$ cat src/rtl/yarp_pkg.sv
// Shared types and constants for the yarp memory arbiter.
package yarp_pkg;

  localparam int unsigned XLEN   = 32;
  localparam int unsigned SIZE_W = 2;

  // Access-size encodings carried on byte_en.
  localparam logic [SIZE_W-1:0] BYTE      = 2'b00;
  localparam logic [SIZE_W-1:0] HALF_WORD = 2'b01;
  localparam logic [SIZE_W-1:0] WORD      = 2'b11;

  typedef enum logic [1:0] {
    ARB_IDLE,
    ARB_ADDR,
    ARB_RESP
  } arb_state_e;

  typedef enum logic {
    OWN_IF,
    OWN_DM
  } arb_owner_e;

  // Attributes of one memory transaction as presented on the mem_* bus.
  typedef struct packed {
    logic [XLEN-1:0]   addr;
    logic [SIZE_W-1:0] byte_en;
    logic              wr;
    logic [XLEN-1:0]   wr_data;
  } mem_txn_t;

endpackage

$ cat src/rtl/yarp_mem_arb.sv
// Shares the single memory port between instruction fetch and load/store.
// Data has priority; a streak counter lets fetch win after a bounded run
// of data grants. One transaction is outstanding at a time.
module yarp_mem_arb
  import yarp_pkg::*;
#(
  parameter int unsigned MAX_DATA_STREAK = 4
) (
  input  logic              clk,
  input  logic              rst_n,

  input  logic              if_req_i,
  input  logic [XLEN-1:0]   if_addr_i,
  output logic              if_gnt_o,
  output logic              if_rvalid_o,
  output logic [XLEN-1:0]   if_rdata_o,

  input  logic              dm_req_i,
  input  logic [XLEN-1:0]   dm_addr_i,
  input  logic [SIZE_W-1:0] dm_byte_en_i,
  input  logic              dm_wr_i,
  input  logic [XLEN-1:0]   dm_wr_data_i,
  output logic              dm_gnt_o,
  output logic              dm_rvalid_o,
  output logic [XLEN-1:0]   dm_rdata_o,

  output logic              mem_req_o,
  output logic [XLEN-1:0]   mem_addr_o,
  output logic [SIZE_W-1:0] mem_byte_en_o,
  output logic              mem_wr_o,
  output logic [XLEN-1:0]   mem_wr_data_o,
  input  logic              mem_gnt_i,
  input  logic              mem_rvalid_i,
  input  logic [XLEN-1:0]   mem_rdata_i
);

  localparam int unsigned STREAK_W = $clog2(MAX_DATA_STREAK + 1);
  localparam logic [STREAK_W-1:0] STREAK_MAX = STREAK_W'(MAX_DATA_STREAK);

  arb_state_e            state_q, state_d;
  arb_owner_e            owner_q;
  arb_owner_e            win;
  logic                  grant;
  logic [STREAK_W-1:0]   streak_q;
  mem_txn_t              txn_q;

  // Data wins unless fetch is also waiting and data has used up its streak.
  function automatic arb_owner_e sel_owner(input logic                if_req,
                                           input logic                dm_req,
                                           input logic [STREAK_W-1:0] streak);
    if (dm_req && !(if_req && (streak == STREAK_MAX))) return OWN_DM;
    return OWN_IF;
  endfunction

  // Next-state, grant and response routing.
  always_comb begin
    state_d     = state_q;
    grant       = 1'b0;
    if_gnt_o    = 1'b0;
    dm_gnt_o    = 1'b0;
    if_rvalid_o = 1'b0;
    dm_rvalid_o = 1'b0;
    win         = sel_owner(if_req_i, dm_req_i, streak_q);
    case (state_q)
      ARB_IDLE: begin
        if (if_req_i || dm_req_i) begin
          grant    = 1'b1;
          if_gnt_o = (win == OWN_IF);
          dm_gnt_o = (win == OWN_DM);
          state_d  = ARB_ADDR;
        end
      end
      ARB_ADDR: begin
        if (mem_gnt_i) state_d = ARB_RESP;
      end
      ARB_RESP: begin
        if (mem_rvalid_i) begin
          if_rvalid_o = (owner_q == OWN_IF);
          dm_rvalid_o = (owner_q == OWN_DM);
          state_d     = ARB_IDLE;
        end
      end
      default: state_d = ARB_IDLE;
    endcase
  end

  // State register.
  always_ff @(posedge clk or negedge rst_n) begin
    if (!rst_n) state_q <= ARB_IDLE;
    else        state_q <= state_d;
  end

  // Capture owner, transaction attributes and streak on each grant.
  always_ff @(posedge clk or negedge rst_n) begin
    if (!rst_n) begin
      owner_q  <= OWN_IF;
      streak_q <= '0;
      txn_q    <= '0;
    end else if (grant) begin
      owner_q <= win;
      if (win == OWN_IF) begin
        txn_q    <= '{addr: if_addr_i, byte_en: WORD, wr: 1'b0, wr_data: '0};
        streak_q <= '0;
      end else begin
        txn_q    <= '{addr: dm_addr_i, byte_en: dm_byte_en_i, wr: dm_wr_i,
                      wr_data: dm_wr_data_i};
        if (!if_req_i)                streak_q <= '0;
        else if (streak_q != STREAK_MAX) streak_q <= streak_q + STREAK_W'(1);
      end
    end
  end

  assign mem_req_o     = (state_q == ARB_ADDR);
  assign mem_addr_o    = txn_q.addr;
  assign mem_byte_en_o = txn_q.byte_en;
  assign mem_wr_o      = txn_q.wr;
  assign mem_wr_data_o = txn_q.wr_data;

  // Read data is broadcast; only the rvalids select the owner.
  assign if_rdata_o = mem_rdata_i;
  assign dm_rdata_o = mem_rdata_i;

endmodule
$ cat config.mk
export PLATFORM = sky130hd
export DESIGN_NAME = yarp_mem_arb
export DESIGN_NICKNAME = d
export VERILOG_FILES = /design/src/rtl/yarp_pkg.sv /design/src/rtl/yarp_mem_arb.sv
export SDC_FILE = /design/constraint.sdc
export NUM_CORES = 1
export LEC_CHECK = 0
export ABC_AREA = 1
export ABC_CLOCK_PERIOD_IN_PS = 3900
export BUFFER_PORTS_ARGS = -buffer_cell sky130_fd_sc_hd__buf_2
export CAP_MARGIN = 20
export CELL_PAD_IN_SITES_DETAIL_PLACEMENT = 1
export CELL_PAD_IN_SITES_GLOBAL_PLACEMENT = 2
export CORE_ASPECT_RATIO = 1.25
export CORE_MARGIN = 10
export CORE_UTILIZATION = 23
export CTS_CLUSTER_DIAMETER = 80
export DETAILED_ROUTE_END_ITERATION = 7
export HOLD_SLACK_MARGIN = 0.06
export PLACE_DENSITY = 0.93
export SYNTH_ARGS = -nofsm -noshare
export SYNTH_HDL_FRONTEND = slang
export SYNTH_SLANG_ARGS = --single-unit
$ cat constraint.sdc
create_clock -name clk -period 3.9 [get_ports clk]
set_input_delay 0.39 -clock clk [delete_from_list [all_inputs] [get_ports clk]]
set_output_delay 0.39 -clock clk [all_outputs]
set_load 0.005 [all_outputs]
Word-level counts from Yosys, hierarchy flattened --
Cells that the tools add are included.
Word-level totals: bits in registers 73, input bits 137, output and inout bits 136, logic and storage cells 46
Cells by class: $add $sub $neg 1, equality and inequality tests 8, multiplexer cells 21, bitwise gates (word level) 2, reductions and logical operators 7
Operators with widths (count):
- 2-to-1 mux 67 bit | 1
- 2-to-1 mux 1 bit | 13
- 2-to-1 mux 3 bit | 3
- 2-to-1 mux 2 bit | 3
- case mux 2 bit (3 select lines) | 1
- != test 2 bit (second input constant) | 2
- adder 3 x 1 -> 3 bit (second input constant) | 1
- == test 3 bit (second input constant) | 1
- != test 3 x 2 -> 1 bit (second input constant) | 1
- != test 3 bit (second input constant) | 1
- AND reduction 3 bit | 1
- == test 2 x 1 -> 1 bit (second input constant) | 1
- == test 2 bit (second input constant) | 1
- logical AND 1 bit | 2
- zero test 2 bit | 1
- != test 2 x 1 -> 1 bit (second input constant) | 1
- inverter 1 bit | 2
- AND reduction 2 bit | 1
- zero test 1 bit | 1
- logical OR 1 bit | 1

Logic depth before layout (Yosys ltp) --
depth after elaboration 9, depth in mapped cells 8, gate-level depth less buffers 7

Worst setup path after synthesis --
Ideal clock, no wire load.
kind reg2out, from reg streak_q[0], to out if_gnt_o, arrival time 1.114 ns, required time 3.510 ns, slack 2.396 ns, cell stages (with the launch flop) 8, buffers on the path 1, cell sequence dfrtp_1 > inv_1 > ha_1 > nand3_4 > nand2_4 > buf_4 > nand2_1 > inv_1
On the way: longest elaborated chain between the ends 9
Ends and longest elaborated chain:
- start, declared | line yarp_mem_arb.sv:44 | logic [STREAK_W-1:0] streak_q;
- start signal, assigned | line yarp_mem_arb.sv:108 | else if (streak_q != STREAK_MAX) streak_q <= streak_q + STREAK_W'(1);
- == test 3 bit | line yarp_mem_arb.sv:51 | if (dm_req && !(if_req && (streak == STREAK_MAX))) return OWN_DM;
- logical AND 1 bit | line yarp_mem_arb.sv:51
- zero test 1 bit | line yarp_mem_arb.sv:51
- logical AND 1 bit | line yarp_mem_arb.sv:51
- 2-to-1 mux 1 bit | line yarp_mem_arb.sv:51
- 2-to-1 mux 1 bit | line yarp_mem_arb.sv:52 | return OWN_IF;
- inverter 1 bit
- 2-to-1 mux 1 bit | line yarp_mem_arb.sv:66 | if (if_req_i || dm_req_i) begin
- 2-to-1 mux 1 bit | line yarp_mem_arb.sv:64 | case (state_q)
- end, declared | line yarp_mem_arb.sv:14 | output logic if_gnt_o,
No other way between the ends.

Worst setup path after layout --
from reg streak_q[0], to out dm_gnt_o
On the way: longest elaborated chain between the ends 8
Ends and longest elaborated chain:
- == test 3 bit | line yarp_mem_arb.sv:51
- logical AND 1 bit | line yarp_mem_arb.sv:51
- zero test 1 bit | line yarp_mem_arb.sv:51
- logical AND 1 bit | line yarp_mem_arb.sv:51
- 2-to-1 mux 1 bit | line yarp_mem_arb.sv:51
- 2-to-1 mux 1 bit | line yarp_mem_arb.sv:52
- 2-to-1 mux 1 bit | line yarp_mem_arb.sv:66
- 2-to-1 mux 1 bit | line yarp_mem_arb.sv:64
- end, declared | line yarp_mem_arb.sv:23 | output logic dm_gnt_o,
No other way between the ends.

==> reports/metrics.csv <==
stage,metric,value,unit
critical_path,critical path's largest stage delay,0.47,ns
critical_path,crit-path cells,"inv_1, ha_1, nand3_4, nand3_4, inv_2, buf_2",
layout,"Core Util, Final",28.4,%
clocking,"Clk pin slew, worst setup/hold paths",0.06,ns
timing,"Hold Vio Cnt, Final",0,
yosys,Netlist cell types,21,
yosys,sequential area share after synthesis,48.6,%
timing,post-layout min period,2.64,ns
drt,via count,3305,
critical_path,Worst path most repeated cell,nand3_4,
die,total core area,0.0161,mm^2
timing,skew final,0.00682,ns
layout,most frequent cells in the layout,"175 x buf_2, 141 x nand2_1, 73 x dfrtp_1",
placement,Post-DP HPWL,9.31,mm
yosys,Yosys reg bits,73,
yosys,YS warnings,0,
clocking,clk buf depth,2,
placement,pre-CTS setup slack,1.55,ns
clocking,Post-CTS Setup Inserts,0,
global_routing,GRT Util Overall,11.4,%
layout,Fillers,2000,
critical_path,Worst setup EP type,output pin,
global_routing,global-route wire length before repair,19.9,mm
drt,WL/cell,17.0,um
layout,# diodes,0,
drt,via/cell ratio,4.38,
clocking,CTS tree,done,
die,row cnt,52,
layout,ratio of cells with drive above 1 in the final layout,37.7,%
clocking,Skew-Pair Late Insertion Delay,0.34,ns
run_status,status,completed,
drt,DR iter-0 viols,93,
drt,drt pass-1 iters,4,
clocking,TritonCTS Buffers,9,
critical_path,CP max FO,34,
die,Ports,273,
critical_path,crit start category,register,
global_routing,GR Overflow Total,0,
critical_path,CP arrival,2.25,ns
global_routing,initial antenna violation count,0,
clocking,Clock Sinks,73,
yosys,syn nets,573,
run,Max Cap Violations,0,
timing,max-slew violations,0,
timing,final setup vio count,0,
yosys,syn_area_per_cell,8.67,um^2
layout,Syn-to-layout area delta,21.8,%
pwr,P_leak,2.47,nW
worst_hold_path,HP Class,in2async,
clocking,hold_buf cts,0,
pwr,PD cells,759,mW/mm^2
global_routing,vias in the first global route,3724,
die,initial core utilization,23.3,%
timing,Worst-Margin Slew,0.966,ns
die,die width,134,um
timing,setup tns final,0,ns
pwr,Peak VDD IR,0.202,mV
timing,fin worst setup slack,1.26,ns
die,height of the die,163,um
placement,RD Place Congestion,0.770,
drt,final wirelength,12.8,mm
drt,# DRC,0,
clocking,clock root buffer,clkbuf_16,
clocking,CTS H-Tree Depth,3,
die,full die area,0.0219,mm^2
timing,RSZ-0062 raised after global routing,no,
clocking,CTS-repair resized insts,0,
timing,Fmax,379,MHz
global_routing,largest net degree at the start of global routing,74,
layout,Layout Nets,674,
timing,Slew HR,35.6,%
critical_path,WP data required,3.51,ns
timing,Tcrit/Tclk final,67.6,%
critical_path,critical path's slowest cell,inv_2,
critical_path,critical path class,reg2out,
layout,"commonest non-fill, non-tap cell in the layout",buf_2,
placement,input/output buffers,176,
drt,antenna-violating nets left,0,
yosys,Syn Inst Count,434,
yosys,mapped cell area,0.00376,mm^2
[worst max-delay path, delay by kind of cell (launching register included)]
| family | cells | cell delay (ns) |
|---|---|---|
| fa+ha+maj | 1 | 0.23 |
| buf+inv | 3 | 0.76 |
| flops | 1 | 0.38 |
| simple gates | 2 | 0.52 |
[worst paths after layout]
kind | startpoint | endpoint | slack (ns) | cells after the start
min in group clk | dm_wr_data_i[24] | mem_wr_data_o[24] | 0.25 | 3
max reg2reg | streak_q[0] | mem_addr_o[30] | 1.90 | 6
min reg2reg | mem_wr_data_o[14] | mem_wr_data_o[14] | 0.47 | 2
max | streak_q[0] | dm_gnt_o | 1.26 | 6
min | rst_n | mem_addr_o[4] | 0.22 | 1
max in group asynchronous | rst_n | streak_q[2] | 3.07 | 1
[power breakdown]
group | switching, mW | leakage, nW | internal, mW
Combinational | 0.814 | 1.41 | 0.538
Clock | 0.328 | 0.144 | 0.508
Sequential | 0.186 | 0.909 | 1.10
Total | 1.33 | 2.47 | 2.15
[stage by stage]
step | hold slack, ns | cells | total power, mW | area [um^2]
finish | 0.216 | 755 | 3.48 | 4580
detailed placement | 0.461 | 740 | 2.71 | 4290
global route | 0.235 | 755 | 3.82 | 4580
CTS | 0.227 | 755 | 3.58 | 4580
global placement | 0.457 | 740 | 2.66 | 4290
floorplan | 0.0944 | 434 | 2.14 | 3760
[state kept, by name, summed over array words and instances (netlist names)]
signal         flops
owner_q            1
streak_q           3
mem_wr_o           1
mem_byte_en_o      2
mem_addr_o        32
state_q            2
mem_wr_data_o     32
[final cells by class]
cell class	count	area, um^2	area share (%)
well taps	216	270	5.90
flip-flops and latches	73	1830	39.9
multi-input cells	262	1240	27.1
inverters	9	33.8	0.737
clock buffers	10	239	5.21
clock inverters	5	56.3	1.23
repair buffers	180	913	19.9
[cells in the mapped netlist (all sizes together)]
cell / instances / share of area (%)
nor3: 2 / 0.27
nand2: 142 / 14
nor2: 9 / 1.4
ha: 2 / 0.67
inv: 9 / 0.90
clkbuf: 4 / 0.40
dfrtp: 73 / 49
o21ai: 7 / 1.2
nand4: 33 / 5.5
nand3: 66 / 9.4
xnor2: 1 / 0.23
buf: 86 / 17
[logic make-up after synthesis]
group | count (synthesis) | share of synthesized area [%]
AOI/OAI and AO/OA | 7 | 1.23
xor gates and xnor gates | 1 | 0.233
adders and majority gates | 2 | 0.665
buffers and inverters | 99 | 18.4
DFF | 73 | 48.6
and+or+nand+nor | 252 | 30.9
[per-layer routing]
metal,wire (um),up-vias,track usage (%)
met5,0,-,0
met1,4820,1565,11.8
met3,1220,45,5.25
li1,-,1558,-
met2,6320,137,19.2
met4,435,0,5.50
No activity file was read; power rests on OpenSTA's default activity.
